`src/rtl/scpad_types_pkg.sv`:
```
// scpad_types_pkg: shared widths, mask/struct types and FSM state for the scratchpad tile address generator.
// Widths and mask types below describe the default 32-bank, 16384-slot, 2-scratchpad build;
// parameterised modules derive their own widths the same way.
package scpad_types_pkg;
    localparam int NUM_COLS_DEF      = 32;
    localparam int NUM_ROWS_DEF      = 16384;
    localparam int MAX_TILE_SIZE_DEF = 32;
    localparam int NUM_SCPADS_DEF    = 2;
    localparam int ROW_IDX_WIDTH     = $clog2(NUM_ROWS_DEF);
    localparam int COL_IDX_WIDTH     = $clog2(NUM_COLS_DEF);
    localparam int MAX_DIM_WIDTH     = $clog2(MAX_TILE_SIZE_DEF);
    // One extra bit so out-of-range scratchpad ids can be presented and rejected.
    localparam int SCPAD_ID_WIDTH    = $clog2(NUM_SCPADS_DEF) + 1;
    typedef logic [NUM_COLS_DEF-1:0][ROW_IDX_WIDTH-1:0] slot_mask_t;
    typedef logic [NUM_COLS_DEF-1:0][COL_IDX_WIDTH-1:0] shift_mask_t;
    typedef logic [NUM_COLS_DEF-1:0]                    enable_mask_t;
    typedef struct packed {
        logic [ROW_IDX_WIDTH-1:0]  base_row;
        logic [MAX_DIM_WIDTH:0]    rows;
        logic [MAX_DIM_WIDTH:0]    cols;
        logic                      col_mode;
        logic [SCPAD_ID_WIDTH-1:0] scpad_id;
    } tile_req_t;
    typedef struct packed {
        slot_mask_t                slot_mask;
        shift_mask_t               shift_mask;
        enable_mask_t              enable_mask;
        logic [MAX_DIM_WIDTH-1:0]  idx;
        logic                      last;
        logic [SCPAD_ID_WIDTH-1:0] id;
    } tile_beat_t;
    typedef enum logic [1:0] {IDLE, RUN, ERR} addr_gen_state_t;
endpackage

```
`src/rtl/scpad_tile_addr_gen_if.sv`:
```
// scpad_tile_addr_gen_if: request and beat channels of the tile address generator.
// master = client (drives requests, consumes beats); slave = generator.
interface scpad_tile_addr_gen_if #(
    parameter int NUM_COLS      = 32,
    parameter int NUM_ROWS      = 16384,
    parameter int MAX_TILE_SIZE = 32,
    parameter int NUM_SCPADS    = 2
);
    localparam int RW = $clog2(NUM_ROWS);
    localparam int CW = $clog2(NUM_COLS);
    localparam int DW = $clog2(MAX_TILE_SIZE);
    localparam int IW = $clog2(NUM_SCPADS) + 1;
    logic                         req_valid;
    logic                         req_ready;
    logic [RW-1:0]                req_base_row;
    logic [DW:0]                  req_rows;
    logic [DW:0]                  req_cols;
    logic                         req_col_mode;
    logic [IW-1:0]                req_scpad_id;
    logic                         beat_valid;
    logic                         beat_ready;
    logic [NUM_COLS-1:0][RW-1:0]  beat_slot_mask;
    logic [NUM_COLS-1:0][CW-1:0]  beat_shift_mask;
    logic [NUM_COLS-1:0]          beat_enable_mask;
    logic [DW-1:0]                beat_idx;
    logic                         beat_last;
    logic [IW-1:0]                beat_scpad_id;
    logic                         err_pulse;
    modport master (
        output req_valid, req_base_row, req_rows, req_cols, req_col_mode, req_scpad_id, beat_ready,
        input  req_ready, beat_valid, beat_slot_mask, beat_shift_mask, beat_enable_mask,
               beat_idx, beat_last, beat_scpad_id, err_pulse
    );
    modport slave (
        input  req_valid, req_base_row, req_rows, req_cols, req_col_mode, req_scpad_id, beat_ready,
        output req_ready, beat_valid, beat_slot_mask, beat_shift_mask, beat_enable_mask,
               beat_idx, beat_last, beat_scpad_id, err_pulse
    );
endinterface

```
`src/rtl/scpad_lane_map.sv`:
```
// scpad_lane_map: combinational per-bank slot/shift/enable mapping for one beat.
// Ports: idx_i beat number, col_mode_i orientation, rows_i/cols_i tile dims, base_i first slot;
//        slot_o/shift_o/en_o per-bank masks (disabled lanes read 0).
module scpad_lane_map #(
    parameter int NUM_COLS      = 32,
    parameter int NUM_ROWS      = 16384,
    parameter int MAX_TILE_SIZE = 32,
    parameter int SWIZZLE_EN    = 1,
    localparam int RW = $clog2(NUM_ROWS),
    localparam int CW = $clog2(NUM_COLS),
    localparam int DW = $clog2(MAX_TILE_SIZE)
) (
    input  logic [DW-1:0]                idx_i,
    input  logic                         col_mode_i,
    input  logic [DW:0]                  rows_i,
    input  logic [DW:0]                  cols_i,
    input  logic [RW-1:0]                base_i,
    output logic [NUM_COLS-1:0][RW-1:0]  slot_o,
    output logic [NUM_COLS-1:0][CW-1:0]  shift_o,
    output logic [NUM_COLS-1:0]          en_o
);
    for (genvar l = 0; l < NUM_COLS; l++) begin : g_lane
        // d is the tile coordinate held by bank l: column in row mode, row in column mode.
        // Swizzle places (r,c) at bank c+r, so undoing it is a subtract modulo NUM_COLS.
        logic [CW-1:0] d;
        assign d          = (col_mode_i || SWIZZLE_EN != 0) ? CW'(l) - CW'(idx_i) : CW'(l);
        assign en_o[l]    = 32'(d) < 32'(col_mode_i ? rows_i : cols_i);
        assign slot_o[l]  = en_o[l] ? base_i + RW'(col_mode_i ? d : CW'(idx_i)) : '0;
        assign shift_o[l] = en_o[l] ? d : '0;
    end
endmodule

```
`src/rtl/scpad_tile_addr_gen.sv`:
```
// scpad_tile_addr_gen: turns one tile request into a sequence of per-bank SRAM access beats.
// Ports: clk, rst (async active-high); bus_if (slave) carries the request channel,
//        the registered beat channel and err_pulse for rejected requests.
module scpad_tile_addr_gen import scpad_types_pkg::*; #(
    parameter int NUM_COLS      = NUM_COLS_DEF,
    parameter int NUM_ROWS      = NUM_ROWS_DEF,
    parameter int MAX_TILE_SIZE = MAX_TILE_SIZE_DEF,
    parameter int NUM_SCPADS    = NUM_SCPADS_DEF,
    parameter int SWIZZLE_EN    = 1,
    localparam int RW = $clog2(NUM_ROWS),
    localparam int CW = $clog2(NUM_COLS),
    localparam int DW = $clog2(MAX_TILE_SIZE),
    localparam int IW = $clog2(NUM_SCPADS) + 1
) (
    input logic                  clk,
    input logic                  rst,
    scpad_tile_addr_gen_if.slave bus_if
);
    addr_gen_state_t state_q, state_d;
    logic [RW-1:0] base_q, m_base;
    logic [DW:0] rows_q, cols_q, m_rows, m_cols, count_m1;
    logic mode_q, m_mode, last_q, st_idle, legal, accept, hs, load;
    logic [IW-1:0] id_q;
    logic [DW-1:0] idx_q, idx_n;
    logic [NUM_COLS-1:0][RW-1:0] slot_q, slot_n;
    logic [NUM_COLS-1:0][CW-1:0] shift_q, shift_n;
    logic [NUM_COLS-1:0] en_q, en_n;
    assign st_idle = state_q == IDLE;
    assign legal   = bus_if.req_rows != '0 && bus_if.req_cols != '0
                  && bus_if.req_rows <= (DW+1)'(MAX_TILE_SIZE) && bus_if.req_cols <= (DW+1)'(MAX_TILE_SIZE)
                  && bus_if.req_scpad_id < IW'(NUM_SCPADS) && !(bus_if.req_col_mode && SWIZZLE_EN == 0);
    assign accept  = st_idle && bus_if.req_valid;
    assign hs      = state_q == RUN && bus_if.beat_ready;
    // In IDLE the first beat is mapped straight from the request; afterwards from the latched copy.
    assign m_base   = st_idle ? bus_if.req_base_row : base_q;
    assign m_rows   = st_idle ? bus_if.req_rows : rows_q;
    assign m_cols   = st_idle ? bus_if.req_cols : cols_q;
    assign m_mode   = st_idle ? bus_if.req_col_mode : mode_q;
    assign idx_n    = st_idle ? '0 : idx_q + DW'(1);
    assign count_m1 = (m_mode ? m_cols : m_rows) - (DW+1)'(1);
    assign load     = (accept && legal) || (hs && !last_q);
    scpad_lane_map #(
        .NUM_COLS(NUM_COLS), .NUM_ROWS(NUM_ROWS), .MAX_TILE_SIZE(MAX_TILE_SIZE), .SWIZZLE_EN(SWIZZLE_EN)
    ) u_map (
        .idx_i(idx_n), .col_mode_i(m_mode), .rows_i(m_rows), .cols_i(m_cols), .base_i(m_base),
        .slot_o(slot_n), .shift_o(shift_n), .en_o(en_n)
    );
    always_ff @(posedge clk or posedge rst) begin
        if (rst) state_q <= IDLE;
        else     state_q <= state_d;
    end
    always_comb begin
        state_d = state_q == IDLE ? (accept ? (legal ? RUN : ERR) : IDLE)
                : state_q == ERR  ? IDLE
                : (hs && last_q)  ? IDLE : RUN;
    end
    always_comb begin
        bus_if.req_ready  = state_q == IDLE;
        bus_if.beat_valid = state_q == RUN;
        bus_if.err_pulse  = state_q == ERR;
    end
    always_ff @(posedge clk or posedge rst) begin
        if (rst) begin
            {base_q, rows_q, cols_q, mode_q, id_q} <= '0;
            {idx_q, last_q, slot_q, shift_q, en_q} <= '0;
        end else begin
            if (accept) {base_q, rows_q, cols_q, mode_q, id_q} <= {bus_if.req_base_row, bus_if.req_rows,
                bus_if.req_cols, bus_if.req_col_mode, bus_if.req_scpad_id};
            if (load) begin
                idx_q   <= idx_n;
                last_q  <= {1'b0, idx_n} == count_m1;
                slot_q  <= slot_n;
                shift_q <= shift_n;
                en_q    <= en_n;
            end
        end
    end
    assign bus_if.beat_slot_mask   = slot_q;
    assign bus_if.beat_shift_mask  = shift_q;
    assign bus_if.beat_enable_mask = en_q;
    assign bus_if.beat_idx         = idx_q;
    assign bus_if.beat_last        = last_q;
    assign bus_if.beat_scpad_id    = id_q;
endmodule

```
`src/flat_wrapper.sv`:
```
// flat-port wrapper written by rule: the top's interface ports become plain ports
module scpad_tile_addr_gen_flat import scpad_types_pkg::*;
#(
    parameter int NUM_COLS      = NUM_COLS_DEF,
    parameter int NUM_ROWS      = NUM_ROWS_DEF,
    parameter int MAX_TILE_SIZE = MAX_TILE_SIZE_DEF,
    parameter int NUM_SCPADS    = NUM_SCPADS_DEF,
    parameter int SWIZZLE_EN    = 1,
    localparam int RW = $clog2(NUM_ROWS),
    localparam int CW = $clog2(NUM_COLS),
    localparam int DW = $clog2(MAX_TILE_SIZE),
    localparam int IW = $clog2(NUM_SCPADS) + 1
)
  (clk, rst, bus_if_req_valid, bus_if_req_base_row, bus_if_req_rows, bus_if_req_cols, bus_if_req_col_mode, bus_if_req_scpad_id, bus_if_beat_ready, bus_if_req_ready, bus_if_beat_valid, bus_if_beat_slot_mask, bus_if_beat_shift_mask, bus_if_beat_enable_mask, bus_if_beat_idx, bus_if_beat_last, bus_if_beat_scpad_id, bus_if_err_pulse);
  scpad_tile_addr_gen_if #(.NUM_COLS(NUM_COLS), .NUM_ROWS(NUM_ROWS), .MAX_TILE_SIZE(MAX_TILE_SIZE), .NUM_SCPADS(NUM_SCPADS)) bus_if_i ();
  input logic clk;
  input logic rst;
  input wire logic [$bits(bus_if_i.req_valid)-1:0] bus_if_req_valid;
  input wire logic [$bits(bus_if_i.req_base_row)-1:0] bus_if_req_base_row;
  input wire logic [$bits(bus_if_i.req_rows)-1:0] bus_if_req_rows;
  input wire logic [$bits(bus_if_i.req_cols)-1:0] bus_if_req_cols;
  input wire logic [$bits(bus_if_i.req_col_mode)-1:0] bus_if_req_col_mode;
  input wire logic [$bits(bus_if_i.req_scpad_id)-1:0] bus_if_req_scpad_id;
  input wire logic [$bits(bus_if_i.beat_ready)-1:0] bus_if_beat_ready;
  output wire logic [$bits(bus_if_i.req_ready)-1:0] bus_if_req_ready;
  output wire logic [$bits(bus_if_i.beat_valid)-1:0] bus_if_beat_valid;
  output wire logic [$bits(bus_if_i.beat_slot_mask)-1:0] bus_if_beat_slot_mask;
  output wire logic [$bits(bus_if_i.beat_shift_mask)-1:0] bus_if_beat_shift_mask;
  output wire logic [$bits(bus_if_i.beat_enable_mask)-1:0] bus_if_beat_enable_mask;
  output wire logic [$bits(bus_if_i.beat_idx)-1:0] bus_if_beat_idx;
  output wire logic [$bits(bus_if_i.beat_last)-1:0] bus_if_beat_last;
  output wire logic [$bits(bus_if_i.beat_scpad_id)-1:0] bus_if_beat_scpad_id;
  output wire logic [$bits(bus_if_i.err_pulse)-1:0] bus_if_err_pulse;
  assign bus_if_i.req_valid = bus_if_req_valid;
  assign bus_if_i.req_base_row = bus_if_req_base_row;
  assign bus_if_i.req_rows = bus_if_req_rows;
  assign bus_if_i.req_cols = bus_if_req_cols;
  assign bus_if_i.req_col_mode = bus_if_req_col_mode;
  assign bus_if_i.req_scpad_id = bus_if_req_scpad_id;
  assign bus_if_i.beat_ready = bus_if_beat_ready;
  assign bus_if_req_ready = bus_if_i.req_ready;
  assign bus_if_beat_valid = bus_if_i.beat_valid;
  assign bus_if_beat_slot_mask = bus_if_i.beat_slot_mask;
  assign bus_if_beat_shift_mask = bus_if_i.beat_shift_mask;
  assign bus_if_beat_enable_mask = bus_if_i.beat_enable_mask;
  assign bus_if_beat_idx = bus_if_i.beat_idx;
  assign bus_if_beat_last = bus_if_i.beat_last;
  assign bus_if_beat_scpad_id = bus_if_i.beat_scpad_id;
  assign bus_if_err_pulse = bus_if_i.err_pulse;
  scpad_tile_addr_gen #(.NUM_COLS(NUM_COLS), .NUM_ROWS(NUM_ROWS), .MAX_TILE_SIZE(MAX_TILE_SIZE), .NUM_SCPADS(NUM_SCPADS), .SWIZZLE_EN(SWIZZLE_EN)) u_core (.clk(clk), .rst(rst), .bus_if(bus_if_i));
endmodule
```
`config.mk`:
```
export PLATFORM = sky130hd
export DESIGN_NAME = scpad_tile_addr_gen_flat
export DESIGN_NICKNAME = d
export VERILOG_FILES = /design/src/rtl/scpad_types_pkg.sv /design/src/rtl/scpad_tile_addr_gen_if.sv /design/src/rtl/scpad_lane_map.sv /design/src/rtl/scpad_tile_addr_gen.sv /design/src/flat_wrapper.sv
export SDC_FILE = /design/constraint.sdc
export NUM_CORES = 2
export LEC_CHECK = 0
export CAP_MARGIN = 20
export CORE_MARGIN = 1
export CORE_UTILIZATION = 29
export CTS_CLUSTER_SIZE = 12
export DETAILED_ROUTE_END_ITERATION = 10
export GPL_ROUTABILITY_DRIVEN = 0
export PLACE_DENSITY_LB_ADDON = 0.1
export SYNTH_ARGS = -nofsm -noshare
export SYNTH_HDL_FRONTEND = slang
export SYNTH_SLANG_ARGS = --single-unit
```
`constraint.sdc`:
```
create_clock -name clk -period 34.4 [get_ports clk]
set_input_delay 6.88 -clock clk [delete_from_list [all_inputs] [get_ports clk]]
set_output_delay 6.88 -clock clk [all_outputs]
set_load 0.02 [all_outputs]
```
# Yosys cells after proc, flatten, opt, wreduce, memory -nomap -nowiden
# Cells that the tools add are included.
totals:
  reg_bits: 677
  latch_bits: 0
  ram_bits: 0
  mem_bits_ro: 0
  input_bits: 33
  output_inout_bits: 651
  n_memories: 0
op_classes:
  addsub: 66
  multipliers: 0
  n_div: 0
  magnitude_cmp: 35
  n_eq_ne: 3
  n_shift: 0
  n_mux: 108
  n_bitwise: 0
  n_reduce_logical: 14
op_table:
  columns: ["op", "count"]
  rows:
  - ["$lt A5 B32 Y1", 31]
  - ["$mux W14", 33]
  - ["$add A14 B5 Y14", 32]
  - ["$mux W5", 65]
  - ["$sub A5 B5 Y5 const A", 16]
  - ["$sub A4 B5 Y5 const A", 8]
  - ["$mux W6", 4]
  - ["$sub A3 B5 Y5 const A", 4]
  - ["$le A6 B6 Y1 const B", 2]
  - ["$reduce_bool A6 Y1", 2]
  - ["$sub A1 B5 Y5 const A", 2]
  - ["$sub A2 B5 Y5 const A", 2]
  - ["$logic_and A1 B1 Y1", 9]
  - ["$mux W2", 4]
  - ["$eq A5 B6 Y1", 1]
  - ["$lt A5 B6 Y1", 1]
  - ["$sub A6 B1 Y6 const B", 1]
  - ["$add A5 B1 Y5 const B", 1]
  - ["$eq A2 B1 Y1 const B", 1]
  - ["$eq A2 B2 Y1 const B", 1]
  - ["$logic_not A2 Y1", 1]
  - ["$lt A2 B2 Y1 const B", 1]
  - ["$mux W1", 2]
  - ["$logic_not A1 Y1", 1]
  - ["$logic_or A1 B1 Y1", 1]

# Depth between registers and ports, before layout
depth:
  word_depth: 8
  depth_mapped: 19

# By module
# From an unflattened synthesis, not the netlist that was laid out.
unflattened:
  cells_unflattened: 3860
  hier_area_um2: 42062.8
by_module_without_submodules:
  columns: ["mod", "n_inst", "cells_per_inst", "area_each_um2", "seq_area_each_um2"]
  rows:
  - ["scpad_tile_addr_gen", 1, 1662, 29316.9, 16941.2]
  - ["scpad_lane_map", 1, 2198, 12746.0, 0.0]

# Worst setup path before layout
# OpenSTA, ideal clock, no wires.
synth_timing:
  path_kind: "input port to flip-flop"
  start: "input bus_if_req_col_mode"
  end: "register u_core.slot_q (netlist bit u_core.bus_if.beat_slot_mask[84])"
  arrival_ns: 11.340
  t_required_ns: 34.279
  slack_ns: 22.939
  cell_stages: 10
  n_path_buf: 3
  path_cell_list: "buf_2 > buf_1 > mux2_2 > o21ai_0 > ha_1 > nor2_1 > a311oi_1 > nor2_4 > buf_2 > a22o_1"
synth_via:
  elab_chain_cells: 4
  word_cells_on_any_way: 6
  classes_between: "add/sub: 1; order compare: 1; mux: 4"
synth_lines:
  columns: ["item", "line", "rtl"]
  rows:
  - ["start: declaration", "flat_wrapper.sv:22", "input wire logic [$bits(bus_if_i.req_col_mode)-1:0] bus_if_req_col_mode;"]
  - ["$mux W1 (*)", "scpad_tile_addr_gen.sv:38", "assign m_mode = st_idle ? bus_if.req_col_mode : mode_q;"]
  - ["$mux W6 / $mux W5 (equally long branches)", "scpad_lane_map.sv:27, scpad_lane_map.sv:28", null]
  - ["$lt A5 B32 Y1 / $add A14 B5 Y14 (equally long branches)", "scpad_lane_map.sv:27, scpad_lane_map.sv:28", null]
  - ["$mux W14 (*)", "scpad_lane_map.sv:28", "assign slot_o[l] = en_o[l] ? base_i + RW'(col_mode_i ? d : CW'(idx_i)) : '0;"]
  - ["end signal: assignment", "scpad_tile_addr_gen.sv:72", "slot_q <= slot_n;"]
  - ["end: declaration", "scpad_tile_addr_gen.sv:25", "logic [NUM_COLS-1:0][RW-1:0] slot_q, slot_n;"]
# Mark *: on every way between the ends. The rest lies on a longest branch, timed or not.
# A chain may end at the register's enable or synchronous reset.

# Worst setup path in the final report
layout_timing:
  start: "input bus_if_req_cols[1]"
  end: "register u_core.shift_q (netlist bit u_core.bus_if.beat_shift_mask[90])"
layout_via:
  elab_chain_cells: 7
  word_cells_on_any_way: 12
  classes_between: "order compare: 2; mux: 3; reduce/logical: 7"
layout_lines:
  columns: ["item", "line", "rtl"]
  rows:
  - ["start: declaration", "flat_wrapper.sv:21", "input wire logic [$bits(bus_if_i.req_cols)-1:0] bus_if_req_cols;"]
  - ["parallel branches: the longest is 7 deep, another holds $lt A5 B32 Y1", null, null]
  - ["end signal: assignment", "scpad_tile_addr_gen.sv:73", "shift_q <= shift_n;"]
  - ["end: declaration", "scpad_tile_addr_gen.sv:26", "logic [NUM_COLS-1:0][CW-1:0] shift_q, shift_n;"]
# Parallel ways; which one is timed is not known.

==> flow_summary.json <==
{
  "cpMaxStageDelayCell": "o22a_4",
  "fillCellCount": 11600,
  "drv_slew": 0,
  "clkTransAtPathRegs_ns": 0.06,
  "cts_tree": "built",
  "run_status": "finished, final reports clean",
  "fmax_mhz": 83.4,
  "numCtsBuffers": 85,
  "clockBufferDepth": 3,
  "min_period_ns": 11.99,
  "yosys_warnings": 0,
  "dieArea_um2": 120000,
  "grt_setup_unrepaired": "false",
  "hp-class": "flop to flop",
  "drive_above_1_share": 0.0903,
  "cp_data_required_time_ns": 34.95,
  "cap_violations": 0,
  "cp_top_family": "buffers and inverters",
  "multi_input_area_um2": 16200,
  "grt_pass1_wl_um": 232000,
  "worst-setup-path-type": "primary input to flop",
  "port_buffers": 683,
  "insertion_delay_ns": 0.68,
  "vias": 28200,
  "synth_edf_count": 0,
  "cp_cell_sequence": "clkdlybuf4s50_1 > nor3_1 > nand2_1 > xnor2_1 > o22a_4 > buf_12 > buf_4 > buf_12 > nor2_4 > a22o_1",
  "overflow": 0,
  "cp-start-kind": "primary input",
  "drc": 0,
  "antenna_found_initial": 6,
  "numClockSinks": 677,
  "cts.repair.resized": 0,
  "synth_ff_type": "dfrtp_1",
  "grt_max_degree": 193,
  "tns_ns": 0,
  "min_period_over_period": 0.348,
  "drtIter0Drc": 2010,
  "synth_largest_area_cell": "dfrtp_1",
  "ys_ff_latch": 677,
  "crit_start": "bus_if_req_cols[1]",
  "endpoint_kind": "flop",
  "slowest_delay_ns": 0.93,
  "ys_async_sr_fraction": 1.00,
  "core_um2": 118000,
  "root_buffer": "clkbuf_16",
  "cts_setup_buffers": 0,
  "dp_hpwl_um": 118000,
  "cp_num_buf_inv": 4,
  "drt-vias-per-instance": 5.23,
  "synthTopCellsByArea": "dfrtp_1, a22o_1, xnor2_1",
  "rows": 126,
  "utilization": 0.388,
  "netlist_area_um2": 34500,
  "ctsHoldBuffers": 0,
  "synth_most_common_cell": "dfrtp_1",
  "skew_ns": 0.0260,
  "crit_path_max_fanout": 192,
  "min_from": "u_core.bus_if.beat_slot_mask[325]",
  "grt_pass1_vias": 27800,
  "die_x_um": 347,
  "syn_nets": 3318,
  "post_synth.cell_area_avg_um2": 11.0,
  "netlist_instances": 3151,
  "dr.pass1.iters": 5,
  "setup_viol": 0,
  "r2r-start": "u_core.state_q[1]",
  "routed_wl_um": 168000,
  "tightest_slew_ns": 1.18,
  "layout.nets": 3954,
  "cp_common_cell": "buf_12",
  "routedWlPerCell_um": 31.2,
  "io-pin-count": 684,
  "final_hold_viol_count": 0,
  "ys_types": 80,
  "htreeDepth": 3,
  "regArea_um2": 16900,
  "synth_top_area_share": 0.491,
  "grt_use_total": 0.274,
  "initial_core_util": 0.292,
  "netlist_top_cells_count": "dfrtp_1, a22o_1, nand2_1",
  "die-height_um": 347,
  "slew_headroom": 0.215,
  "syn_to_final_growth_pct": 32.7,
  "yosysSeqAreaShare": 0.491,
  "detail-route-antenna-nets": 0,
  "cp.arrival_ns": 12.54
}
[tightest hold or removal path, delay by kind of cell, from the launching register on]
kind / cells / cell delay, ns
AND/OR/NAND/NOR: 1 / 0.05
AO/OA/AOI/OAI: 1 / 0.06
flip-flops: 1 / 0.34
[layer usage]
metal,share of wire,track usage,up-vias,wire [um]
li1,-,-,12600,-
met5,0,0,-,0
met1,0.42,0.352,14400,71300
met2,0.47,0.446,955,79000
met3,0.062,0.0560,218,10500
met4,0.045,0.118,0,7570
[layout make-up]
cell class,count,share of cell area
clock buffers,121,0.0533
well taps,1536,0.0419
flip-flops and latches,677,0.370
clock inverters,34,0.0102
multi-input cells,2183,0.354
repair buffers,773,0.165
diodes,2,0.000109
inverters,67,0.00576
[registers in the layout, indices dropped and copies added (netlist names)]
name / cells
u_core.base_q: 14
u_core.bus_if.beat_enable_mask: 32
u_core.bus_if.beat_idx: 5
u_core.bus_if.beat_last: 1
u_core.bus_if.beat_scpad_id: 2
u_core.bus_if.beat_shift_mask: 160
u_core.bus_if.beat_slot_mask: 448
u_core.cols_q: 6
u_core.mode_q: 1
u_core.rows_q: 6
u_core.state_q: 2
[worst paths after layout]
check / endpoint / slack [ns] / cells past startpoint
worst min register to register: u_core.bus_if.beat_slot_mask[325] / 0.48 / 2
max in group asynchronous: u_core.bus_if.beat_shift_mask[135] / 24.52 / 5
worst max-delay path: u_core.bus_if.beat_shift_mask[90] / 22.41 / 10
min in group asynchronous: u_core.bus_if.beat_slot_mask[242] / 6.70 / 2
worst min-delay path: u_core.bus_if.beat_slot_mask[325] / 0.48 / 2
worst max register to register: u_core.bus_if.beat_shift_mask[90] / 27.70 / 10
[per-stage QoR]
step | setup slack, ns | std cells | instance area, um^2 | hold slack [ns]
5_1_grt | 22.04 | 5392 | 45800 | 0.501
3_3_place_gp | 21.62 | 5229 | 42800 | 0.462
4_1_cts | 22.39 | 5391 | 45800 | 0.481
2_1_floorplan | 8.54 | 3151 | 34500 | 0.480
6_report | 22.41 | 5393 | 45800 | 0.480
3_5_place_dp | 21.67 | 5236 | 42900 | 0.467
[placed cells by master, fill, tap and decap left out, types with 24 or more instances in the layout]
cell / Yosys / routed
xor2_1: 143 / 143
dfrtp_1: 677 / 677
clkdlybuf4s50_1: 0 / 683
nand2_1: 323 / 323
a22o_1: 524 / 524
o21ai_0: 163 / 162
o211ai_1: 36 / 36
mux2_2: 42 / 42
ha_1: 130 / 129
clkbuf_16: 0 / 85
buf_4: 68 / 84
inv_1: 64 / 63
xnor2_1: 250 / 249
nor3_1: 24 / 24
nor2_1: 133 / 131
a21oi_1: 142 / 142
o21a_1: 28 / 27
[cell families after synthesis]
group / Yosys count / synth area share
AO/OA/AOI/OAI: 991 / 0.216
flip-flops: 677 / 0.491
AND/OR/NAND/NOR: 601 / 0.0790
XOR/XNOR: 393 / 0.0997
buffers and inverters: 291 / 0.0452
adder cells (fa/ha/maj): 134 / 0.0494
multiplexers: 64 / 0.0202
Power is left out: the tool's default activity adds up to more than one toggle a clock period on the data nets, which glitch-free logic cannot reach.
